### config.mk
export PLATFORM = sky130hd
export DESIGN_NAME = reg_scoreboard_flat
export DESIGN_NICKNAME = d
export VERILOG_FILES = /design/src/rtl/reg_scoreboard_pkg.sv /design/src/rtl/reg_scoreboard_if.sv /design/src/rtl/scoreboard_cnt.sv /design/src/rtl/reg_scoreboard.sv /design/src/flat_wrapper.sv
export SDC_FILE = /design/constraint.sdc
export NUM_CORES = 1
export LEC_CHECK = 0
export BUFFER_PORTS_ARGS = -buffer_cell sky130_fd_sc_hd__buf_2
export CAP_MARGIN = 20
export CORE_MARGIN = 5
export CORE_UTILIZATION = 45
export CTS_BUF_LIST = sky130_fd_sc_hd__clkbuf_2 sky130_fd_sc_hd__clkbuf_4 sky130_fd_sc_hd__clkbuf_8
export DETAILED_ROUTE_END_ITERATION = 8
export PLACE_DENSITY = 0.73
export SLEW_MARGIN = 20
export SYNTH_ARGS = -nofsm -noshare
export SYNTH_HDL_FRONTEND = slang
export SYNTH_HIERARCHICAL = 1
export SYNTH_SLANG_ARGS = --single-unit
### constraint.sdc
create_clock -name clk_i -period 2.6 [get_ports clk_i]
set_input_delay 0.52 -clock clk_i [delete_from_list [all_inputs] [get_ports clk_i]]
set_output_delay 0.52 -clock clk_i [all_outputs]
set_load 0.03 [all_outputs]
### src/rtl/reg_scoreboard_pkg.sv
// rtl/reg_scoreboard_pkg.sv - shared sizes, address type and x0 constant for the register scoreboard
package reg_scoreboard_pkg;

  localparam int ADDR_W   = 5;
  localparam int NUM_REGS = 2 ** ADDR_W;
  localparam int CNT_W    = 2;

  typedef logic [ADDR_W-1:0] reg_addr_t;

  localparam reg_addr_t REG_ZERO = '0;

endpackage

### src/rtl/reg_scoreboard_if.sv
// rtl/reg_scoreboard_if.sv - issue/writeback/status bundle between the pipeline and the scoreboard
interface reg_scoreboard_if;
  import reg_scoreboard_pkg::*;

  logic                issue_valid_i;
  logic                issue_use_rs1_i;
  logic                issue_use_rs2_i;
  reg_addr_t           issue_rs1_i;
  reg_addr_t           issue_rs2_i;
  logic                issue_reg_write_i;
  reg_addr_t           issue_rd_i;
  logic                issue_ready_o;
  logic                wb_valid_i;
  reg_addr_t           wb_rd_i;
  logic [NUM_REGS-1:0] busy_o;
  logic                wb_err_o;

  // Pipeline side: presents issue requests and writebacks, observes stall and status.
  modport master (
    output issue_valid_i, issue_use_rs1_i, issue_use_rs2_i, issue_rs1_i, issue_rs2_i,
    output issue_reg_write_i, issue_rd_i, wb_valid_i, wb_rd_i,
    input  issue_ready_o, busy_o, wb_err_o
  );

  // Scoreboard side.
  modport slave (
    input  issue_valid_i, issue_use_rs1_i, issue_use_rs2_i, issue_rs1_i, issue_rs2_i,
    input  issue_reg_write_i, issue_rd_i, wb_valid_i, wb_rd_i,
    output issue_ready_o, busy_o, wb_err_o
  );

endinterface

### src/rtl/scoreboard_cnt.sv
// rtl/scoreboard_cnt.sv - one saturating up/down pending-write counter
module scoreboard_cnt #(
  parameter int CNT_W = 2
) (
  input  logic             clk_i,
  input  logic             rst_ni,
  input  logic             inc,
  input  logic             dec,
  output logic [CNT_W-1:0] cnt,
  output logic             at_max,
  output logic             nonzero
);

  assign at_max  = &cnt;
  assign nonzero = |cnt;

  // Simultaneous inc and dec cancel; the end stops keep the count from wrapping.
  always_ff @(posedge clk_i or negedge rst_ni) begin
    if (!rst_ni) begin
      cnt <= '0;
    end else if (inc && !dec && !at_max) begin
      cnt <= cnt + CNT_W'(1);
    end else if (dec && !inc && nonzero) begin
      cnt <= cnt - CNT_W'(1);
    end
  end

endmodule

### src/rtl/reg_scoreboard.sv
// rtl/reg_scoreboard.sv - per-register pending-write tracker and issue stall (SCOREBOARD_WB_BYPASS_EN lets same-cycle writeback clear a hazard)
module reg_scoreboard #(
  parameter int NUM_REGS = reg_scoreboard_pkg::NUM_REGS,
  parameter int ADDR_W   = reg_scoreboard_pkg::ADDR_W,
  parameter int CNT_W    = reg_scoreboard_pkg::CNT_W
) (
  input  logic           clk_i,
  input  logic           rst_ni,
  reg_scoreboard_if.slave sb
);
  import reg_scoreboard_pkg::*;

  logic [ADDR_W-1:0] rs1, rs2, rd, wb_rd;
  logic [NUM_REGS-1:1][CNT_W-1:0] cnt;
  logic [NUM_REGS-1:0] at_max, nonzero, eff_busy;
  logic raw1, raw2, sat, ready, fire, wb_err;

  assign rs1   = sb.issue_rs1_i;
  assign rs2   = sb.issue_rs2_i;
  assign rd    = sb.issue_rd_i;
  assign wb_rd = sb.wb_rd_i;

  // x0 is never a hazard and never counts.
  assign at_max[0]   = 1'b0;
  assign nonzero[0]  = 1'b0;
  assign eff_busy[0] = 1'b0;

  for (genvar r = 1; r < NUM_REGS; r++) begin : g_cnt
    logic             inc, dec;
    logic [CNT_W-1:0] eff;

    assign inc = fire & sb.issue_reg_write_i & (rd == ADDR_W'(r));
    assign dec = sb.wb_valid_i & (wb_rd == ADDR_W'(r)) & nonzero[r];

`ifdef SCOREBOARD_WB_BYPASS_EN
    // A producer retiring this cycle is covered by the WB->EX forward path.
    assign eff = cnt[r] - CNT_W'(dec);
`else
    assign eff = cnt[r];
`endif
    assign eff_busy[r] = (eff != '0);

    scoreboard_cnt #(.CNT_W(CNT_W)) u_cnt (
      .clk_i   (clk_i),
      .rst_ni  (rst_ni),
      .inc     (inc),
      .dec     (dec),
      .cnt     (cnt[r]),
      .at_max  (at_max[r]),
      .nonzero (nonzero[r])
    );
  end

  // Sources check state before this instruction's own increment, so rs == rd is safe.
  assign raw1  = sb.issue_use_rs1_i & (rs1 != REG_ZERO) & eff_busy[rs1];
  assign raw2  = sb.issue_use_rs2_i & (rs2 != REG_ZERO) & eff_busy[rs2];
  // Saturation looks at the raw count: a same-cycle writeback does not free a slot yet.
  assign sat   = sb.issue_reg_write_i & (rd != REG_ZERO) & at_max[rd];
  assign ready = ~(raw1 | raw2 | sat);
  assign fire  = sb.issue_valid_i & ready;

  // Sticky flag for a writeback that had no matching issued producer.
  always_ff @(posedge clk_i or negedge rst_ni) begin
    if (!rst_ni) begin
      wb_err <= 1'b0;
    end else if (sb.wb_valid_i && (wb_rd != REG_ZERO) && !nonzero[wb_rd]) begin
      wb_err <= 1'b1;
    end
  end

  assign sb.issue_ready_o = ready;
  assign sb.busy_o        = nonzero;
  assign sb.wb_err_o      = wb_err;

endmodule
### src/flat_wrapper.sv
// flat-port wrapper written by rule: the top's interface ports become plain ports
module reg_scoreboard_flat import reg_scoreboard_pkg::*;
#(
  parameter int NUM_REGS = reg_scoreboard_pkg::NUM_REGS,
  parameter int ADDR_W   = reg_scoreboard_pkg::ADDR_W,
  parameter int CNT_W    = reg_scoreboard_pkg::CNT_W
)
  (clk_i, rst_ni, sb_issue_valid_i, sb_issue_use_rs1_i, sb_issue_use_rs2_i, sb_issue_rs1_i, sb_issue_rs2_i, sb_issue_reg_write_i, sb_issue_rd_i, sb_wb_valid_i, sb_wb_rd_i, sb_issue_ready_o, sb_busy_o, sb_wb_err_o);
  reg_scoreboard_if sb_i ();
  input  logic clk_i;
  input  logic rst_ni;
  input wire logic [$bits(sb_i.issue_valid_i)-1:0] sb_issue_valid_i;
  input wire logic [$bits(sb_i.issue_use_rs1_i)-1:0] sb_issue_use_rs1_i;
  input wire logic [$bits(sb_i.issue_use_rs2_i)-1:0] sb_issue_use_rs2_i;
  input wire logic [$bits(sb_i.issue_rs1_i)-1:0] sb_issue_rs1_i;
  input wire logic [$bits(sb_i.issue_rs2_i)-1:0] sb_issue_rs2_i;
  input wire logic [$bits(sb_i.issue_reg_write_i)-1:0] sb_issue_reg_write_i;
  input wire logic [$bits(sb_i.issue_rd_i)-1:0] sb_issue_rd_i;
  input wire logic [$bits(sb_i.wb_valid_i)-1:0] sb_wb_valid_i;
  input wire logic [$bits(sb_i.wb_rd_i)-1:0] sb_wb_rd_i;
  output wire logic [$bits(sb_i.issue_ready_o)-1:0] sb_issue_ready_o;
  output wire logic [$bits(sb_i.busy_o)-1:0] sb_busy_o;
  output wire logic [$bits(sb_i.wb_err_o)-1:0] sb_wb_err_o;
  assign sb_i.issue_valid_i = sb_issue_valid_i;
  assign sb_i.issue_use_rs1_i = sb_issue_use_rs1_i;
  assign sb_i.issue_use_rs2_i = sb_issue_use_rs2_i;
  assign sb_i.issue_rs1_i = sb_issue_rs1_i;
  assign sb_i.issue_rs2_i = sb_issue_rs2_i;
  assign sb_i.issue_reg_write_i = sb_issue_reg_write_i;
  assign sb_i.issue_rd_i = sb_issue_rd_i;
  assign sb_i.wb_valid_i = sb_wb_valid_i;
  assign sb_i.wb_rd_i = sb_wb_rd_i;
  assign sb_issue_ready_o = sb_i.issue_ready_o;
  assign sb_busy_o = sb_i.busy_o;
  assign sb_wb_err_o = sb_i.wb_err_o;
  reg_scoreboard #(.NUM_REGS(NUM_REGS), .ADDR_W(ADDR_W), .CNT_W(CNT_W)) u_core (.clk_i(clk_i), .rst_ni(rst_ni), .sb(sb_i));
endmodule
==> metrics.txt, run 1 <==
Worst Skew=roughly 0.010 ns; Reg2Reg Launch Point=u_core/g_cnt[30].u_cnt/cnt[1]; Worst-path clk slew=~0.070 ns; Cell Area, Synth=roughly 6400 um2; Tmin final=3.017 ns; MaxCap Viol Count=0; IO Pins=61; vias in the first global route=approximately 6300; top cells by area, synth=dfrtp_1 (25%), mux4_2 (6.7%), nand2b_1 (6.6%); Clock Tree Root=clkbuf_8; power per cell area=427.2 nW/um2; ys flop type=dfrtp_1; final hold violation count=0; H-Tree Depth=3; leakage=about 3.8 nW; DR vias/cell=just under 6; Clk Latency, worst-skew pair=0.38 ns; Async SR Flop Fraction=100.0%; Worst Setup End Kind=primary output; max-slew violations=0; CP cell instances=and2_2 -> mux4_2 -> a22o_1 -> o31a_1 -> o2bb2ai_4 -> a211oi_4 -> buf_6; period utilisation layout=116.0%; worst r2r path cells=12; DP Worst Slack=-0.4782 ns; Initial Util=46.05%; synthesized flop and latch total=63; leading area contributor after synthesis=dfrtp_1; Final Net Count=about 950; Row Count=43; total CTS buffers=9; final worst slack=-0.4166 ns; Max Fclk=roughly 0.33 GHz; CP max stage cell=mux4_2; Mean Syn Cell Area=a little under 9 um2; Max rail drop VDD=between 0.2 and 0.25 mV; total power=3.816 mW; layout cells sized above 1=49.73%; Seq/Total Area, Yosys=between 20% and 30%; # fillers=between 1000 and 1500; Synth top area share=between 20% and 30%; Core Region=~14000 um2; synth warn=6; RSZ-0062 raised after global routing=true; CTS Buffer Depth=2; drt drc=0; GP Congestion=a little over 0.9; library cells used by synthesis=59; Antenna diodes=0; drt wl/cell=just under 20 um; actual transition at the worst max-transition pin=0.6268 ns; Detail Route Antenna Nets=0; critical path class=flop to primary output; failing checks=negative setup slack; CP Data Required Time=around 2.1 ns; WL final=roughly 22000 um; area grow syn2layout=39.71%; worst rel slew slack=57.13%; crit path max fanout=2; largest net degree at the start of global routing=40; CP Data Arrival Time=about 2.5 ns; CTS tree=done; status=finished, violations left; reg2reg end=u_core/g_cnt[2].u_cnt/cnt[0]; Die Ht=between 100 and 150 um; clock sinks=63; GR Overflow Total=0; Area after DPL=~8100 um2; GRT Overall Usage=25.71%; Die ar.=16690 um2; Hold Path Class=input port to async pin; half-perimeter wire length after placement=~16000 um; critical path's largest stage delay=~0.47 ns; vias after detailed routing=approximately 6500; Startpoint Class=flop; Cells after Synth=slightly above 700; initial antenna violation count=1; Die Span X=about 130 um; Post-synth EDFFs=0; first-pass GRT wire length=around 33000 um; # setup viols final=63; worst reg2reg setup slack=-0.32 ns; Port Buffers=59; DRT iter0 DRCs=a little over 500; DRT Pass-1 Iters=6; cell area after layout=a little under 9000 um2; Synth Net Count=about 750
==> kinds of logic (layout without fill, tap and decap cells) <==
group | after synthesis | count (layout) | share of synthesized area, %
simple gates | 440 | 440 | 41.18
compound gates | 155 | 155 | 20.85
flops | 63 | 63 | 24.66
buf+inv | 33 | 240 | 3.034
mux | 30 | 30 | 10.22
other cells | 1 | 1 | 0.05866
==> power by group <==
part / switching, mW / leakage, nW / total [mW] / internal, mW
clock: 0.432 / 0.107 / 0.918 / 0.486
sequential: 0.0572 / 0.843 / 1.13 / 1.07
combinational: 1.01 / 2.82 / 1.77 / 0.754
total: 1.50 / 3.77 / 3.82 / 2.31
==> what timing repair did <==
item / 4_1_cts / 5_1_grt
hold buffers: 0 / 0
cloned: 1 / 1
pin swaps: 12 / 11
resized for setup: 74 / 29
endpoints found under the setup margin: 63 / 63
setup buffers: 3 / 9
==> critical path, delay by kind of cell (launching register included) <==
kind | cells | cell delay, ns
AOI/OAI and AO/OA | 4 | 0.89
muxes | 1 | 0.47
DFF | 1 | 0.39
and+or+nand+nor | 1 | 0.20
buffers and inverters | 1 | 0.18
==> registers in the layout, summed over array words and instances (netlist names) <==
| signal | count |
|---|---|
| u_core/g_cnt.u_cnt/cnt | 62 |
| u_core/sb.wb_err_o | 1 |
==> area by class of cell <==
class / count / area (um2) / share of cell area, %
Clock inverter: 4 / 45.04 / 0.5043
Inverter: 7 / 31.28 / 0.3502
Clock buffer: 12 / 152.6 / 1.709
Timing Repair Buffer: 217 / 1662 / 18.60
Sequential cell: 63 / 1578 / 17.67
Tap cell: 180 / 225.2 / 2.522
Multi-Input combinational cell: 626 / 5238 / 58.64
==> synth_stat cells, types with 5 or more instances <==
master,instances
nand2b_1,67
and3_1,33
a21oi_2,31
and3b_1,34
a21oi_1,34
or2_2,33
nor3_1,14
nor3b_1,5
mux4_1,7
nor2b_1,40
buf_2,7
a2111oi_2,27
and2_2,31
nor2_1,101
clkbuf_1,7
o21ai_1,31
nand2_1,39
inv_1,5
dfrtp_1,63
buf_6,5
mux4_2,19
nor3_2,31
==> cell usage in the layout (no fill, tap or decap), drive strengths merged, types with 32 or more instances in the layout <==
cell type,n
o21ai,34
nor3,45
nand2b,67
nor2,101
and2,35
and3b,34
dfrtp,63
or2,35
nor2b,40
a21oi,65
nand2,39
buf,216
and3,33
a2111oi,32
==> worst max-delay path by stage <==
stage                                       start                             to  slack, ns  cells after the start
floorplan                        sb_issue_rd_i[1]               sb_issue_ready_o      -0.13                      7
global placement                 sb_issue_rd_i[1]  u_core/g_cnt[18].u_cnt/cnt[0]      -0.43                     11
detailed placement               sb_issue_rd_i[1]  u_core/g_cnt[18].u_cnt/cnt[0]      -0.48                     11
CTS                 u_core/g_cnt[27].u_cnt/cnt[1]               sb_issue_ready_o      -0.46                      7
global route        u_core/g_cnt[28].u_cnt/cnt[1]               sb_issue_ready_o      -0.47                      7
finish              u_core/g_cnt[30].u_cnt/cnt[1]               sb_issue_ready_o      -0.42                      7
==> metrics by stage <==
stage / setup TNS [ns] / cells / util, % / hold WS, ns
finish: -13.48 / 1109 / 64.34 / 0.1771
global route: -19.44 / 1109 / 64.34 / 0.2182
CTS: -11.44 / 1099 / 62.33 / 0.1751
detailed placement: -24.72 / 1079 / 58.14 / 0.4794
global placement: -21.42 / 1079 / 58.14 / 0.4896
floorplan: -2.647 / 722 / - / 0.2244
==> layer usage <==
layer	wire (um)	part of all wire (%)	up-vias	global-route usage, %
met5	20	0.092	-	0
met4	859	4.0	2	11.06
met3	1830	8.4	61	4.575
met2	10210	47	293	41.55
met1	8767	40	3144	33.96
li1	-	-	3029	-
No activity file was read; power rests on OpenSTA's default activity.
==> run 2: changes to the inputs <==
--- a/config.mk
+++ b/config.mk
@@ -5,6 +5,7 @@
 export SDC_FILE = /design/constraint.sdc
 export NUM_CORES = 1
 export LEC_CHECK = 0
+export ABC_AREA = 1
 export BUFFER_PORTS_ARGS = -buffer_cell sky130_fd_sc_hd__buf_2
 export CAP_MARGIN = 20
 export CORE_MARGIN = 5
==> run 2 against run 1 <==
Non-clock buffer count down 110. Global-route usage down 1.7 points. Sequential power up 9.7%. Clock power up 11%. Synthesized cell count up 60%. Highest routed layer is now met4. Register-to-register slack better by 0.49 ns. Count of clock-buffer cells in the layout up 1. Synthesized area down 1.4%. Combinational power down 23%. The flow now finishes without violations.
==> metrics.txt, run 2 <==
worst rel slew slack=60.55% (+3.4 points); vias in the first global route=6349 (+1.5%); synthesized flop and latch total=63 (unchanged); Seq/Total Area, Yosys=25.00% (+0.34 points); Mean Syn Cell Area=5.474 um2 (-38%); # fillers=1438 (+33%); WL final=19820 um (-8.6%); Worst Setup End Kind=primary output; period utilisation layout=96.50% (-20 points); most frequent CP cell=nand2_1; area grow syn2layout=17.42%; half-perimeter wire length after placement=15290 um (-1.5%); max reg flops=62 (unchanged); Combinational Power Share=37.7% (-8.6 points); Core Region=13830 um2 (-0.39%); total CTS buffers=9 (unchanged); CP Data Required Time=2.08 ns (about the same); Synth top area share=25.36% (+0.69 points); Int Pwr=2.127 mW (-8.0%); first-pass GRT wire length=31310 um (-5.1%); GP Congestion=0.9510 (+4.1%); NetSw=1.504 mW (+0.12%); Tmin final=2.509 ns (-0.5077 ns); largest net degree at the start of global routing=64 (+60%); setup TNS=0 ns (+13.48 ns); Die ar.=16480 um2 (-1.2%); Post-synth EDFFs=0 (unchanged); DRT iter0 DRCs=624 (+21%); Worst-path clk slew=0.08 ns (about the same); Hold Buf Count CTS=0 (unchanged); Max Fclk=0.3986 GHz (+20%); worst reg2reg setup slack=0.17 ns (+0.49 ns); drt drc=0 (unchanged); actual transition at the worst max-transition pin=0.5895 ns (-0.03725 ns); Max rail drop VDD=0.4093 mV (+79%); hold slack=0.1736 ns (-0.003550 ns); DR vias/cell=5.039 (-14%); Net Sw Frac=41.42% (+2.0 points); commonest non-fill, non-tap cells in the layout=nand2_1 (418), inv_1 (185), nand3_1 (126); clock network power share=28.2% (+4.1 points); layout cells sized above 1=21.48% (-28 points); CP Data Arrival Time=1.99 ns (-0.51 ns); post-layout util=53.55% (-11 points); reg2reg end=u_core/g_cnt[3].u_cnt/cnt[0]; DRT Pass-1 Iters=5 (-1); Clock Tree Root=clkbuf_8; GR Overflow Total=0 (unchanged); sequential share of power=34.1% (+4.5 points); critical path's largest stage delay=0.39 ns (-0.08 ns); max-slew violations=0 (unchanged); synth warn=6 (unchanged); H-Tree Depth=3 (unchanged); Clk Latency, worst-skew pair=0.38 ns (about the same); critical path class=flop to primary output; clock sinks=63 (unchanged); CTS Buffer Depth=2 (unchanged); total power=3.632 mW (-4.8%); worst r2r path cells=14 (+2); Detail Route Antenna Nets=0 (unchanged); GRT Overall Usage=24.02% (-1.7 points); # setup viols final=0 (-100%); largest register by flop count=u_core/g_cnt.u_cnt/cnt; top cells by count, synth=nand2_1 (426), inv_1 (185), nand3_1 (127), nor2_1 (107), dfrtp_1 (63); final hold violation count=0 (unchanged); Port Buffers=59 (unchanged); count leader, synth=nand2_1; vias after detailed routing=7241 (+11%); Initial Util=45.61% (-0.45 points); Async SR Flop Fraction=100.0% (unchanged); Die Ht=128.4 um (-0.62%); IO Pins=61 (unchanged); leakage=4.020 nW (+6.5%); drt wl/cell=13.79 um (-29%); Final Net Count=1279 (+34%); leading area contributor after synthesis=nand2_1; leading cell type in the layout, fill and taps excluded=nand2_1; Hold Path Class=input port to async pin; library cells used by synthesis=31 (-47%); Row Count=43 (unchanged); initial antenna violation count=0 (-1); Cells after Synth=1152 (+60%); top cells by area, synth=nand2_1 (25%), dfrtp_1 (25%), inv_1 (11%); CTS tree=done; Cell Area, Synth=6306 um2 (-1.4%); MaxCap Viol Count=0 (unchanged); Worst Skew=0.01503 ns (+0.005050 ns); crit path max fanout=3 (+1); Die Span X=128.4 um (-0.62%); CP max stage cell=dfrtp_1; Antenna diodes=0 (unchanged); Reg2Reg Launch Point=u_core/g_cnt[17].u_cnt/cnt[0]; Startpoint Class=flop; status=completed; CP cell instances=buf_4 -> nand2_1 -> inv_1 -> nand2_1 -> nand2_1 -> nand2_1 -> nand2_1 -> nand2_1 -> nand4_1 -> nand3_2 -> nand2_4 -> a31oi_4 -> buf_6; Synth Net Count=1179 (+57%); RSZ-0062 raised after global routing=true; ys flop type=dfrtp_1; power per cell area=490.5 nW/um2 (+15%)
==> run 2: cell count changes after synthesis, sizes merged, moves of 32 or more <==
cell,change
and3,-33
nor2b,-40
and2,-35
nand2b,-67
nor3,-44
and3b,-34
inv,+216
nand2,+449
a2111oi,-32
nand3,+126
==> run 2: layer usage <==
layer | global-route usage [%] | vias to the layer above | share of wire (%)
met3 | 5.272 | 36 | 7.7
met5 | 0 | - | 0
met2 | 38.83 | 264 | 45
met4 | 9.238 | 0 | 3.2
met1 | 31.43 | 3254 | 44
li1 | - | 3687 | -
==> run 2: layout make-up <==
type	instances	area (um2)	area share (%)
clock buffer	13	166.4	2.247
clock inverter	3	65.06	0.8787
inverter	227	852.1	11.51
multi-input combinational	844	3816	51.54
sequential	63	1580	21.34
tap	180	225.2	3.042
timing repair buffer	107	699.4	9.446
==> run 2: what timing repair did <==
| action | 4_1_cts | 5_1_grt |
|---|---|---|
| endpoints found under the setup margin | 1 | 7 |
| setup buffers | 2 | 11 |
| gates resized for setup | 6 | 22 |
| pin swaps | 0 | 4 |
==> run 2: power by group through the flow <==
stage | Combinational, mW | Clock [mW] | Sequential [mW]
2_1_floorplan | 0.898 | 0 | 1.21
3_3_place_gp | 1.27 | 0 | 1.25
3_5_place_dp | 1.28 | 0 | 1.25
4_1_cts | 1.31 | 1.05 | 1.23
5_1_grt | 1.49 | 1.09 | 1.26
6_report | 1.37 | 1.02 | 1.24
==> run 2: worst max-delay path: cells and delay by family, from the launching register on <==
family / cells / cell delay, ns
buffers and inverters: 3 / 0.37
flip-flops: 1 / 0.39
AND/OR/NAND/NOR: 9 / 0.68
AO/OA/AOI/OAI: 1 / 0.18
==> run 2: logic make-up after synthesis <==
logic type / count (synthesis) / share of synthesized area, %
compound gates: 77 / 6.488
buf+inv: 245 / 15.60
flops: 63 / 25.00
other cells: 1 / 0.05947
simple gates: 766 / 52.86
==> run 2: per-stage QoR <==
step | cell area, um2 | setup slack, ns | std cells
final | 7405 | 0.09108 | 1437
after global routing | 7405 | -0.02162 | 1437
after CTS | 7268 | 0.02204 | 1426
after detailed placement | 6995 | -0.04828 | 1408
after global placement | 6995 | 0.004688 | 1408
after floorplan | 6306 | 0.1715 | 1152
==> run 2: worst max-delay path by stage <==
stage	startpoint	to	slack, ns
floorplan	sb_issue_rd_i[1]	sb_issue_ready_o	0.17
global placement	sb_issue_rd_i[0]	u_core/g_cnt[14].u_cnt/cnt[0]	0.005
detailed placement	sb_issue_rd_i[1]	u_core/g_cnt[14].u_cnt/cnt[0]	-0.05
CTS	u_core/g_cnt[6].u_cnt/cnt[0]	sb_issue_ready_o	0.02
global route	u_core/g_cnt[30].u_cnt/cnt[1]	sb_issue_ready_o	-0.02
finish	u_core/g_cnt[8].u_cnt/cnt[1]	sb_issue_ready_o	0.09
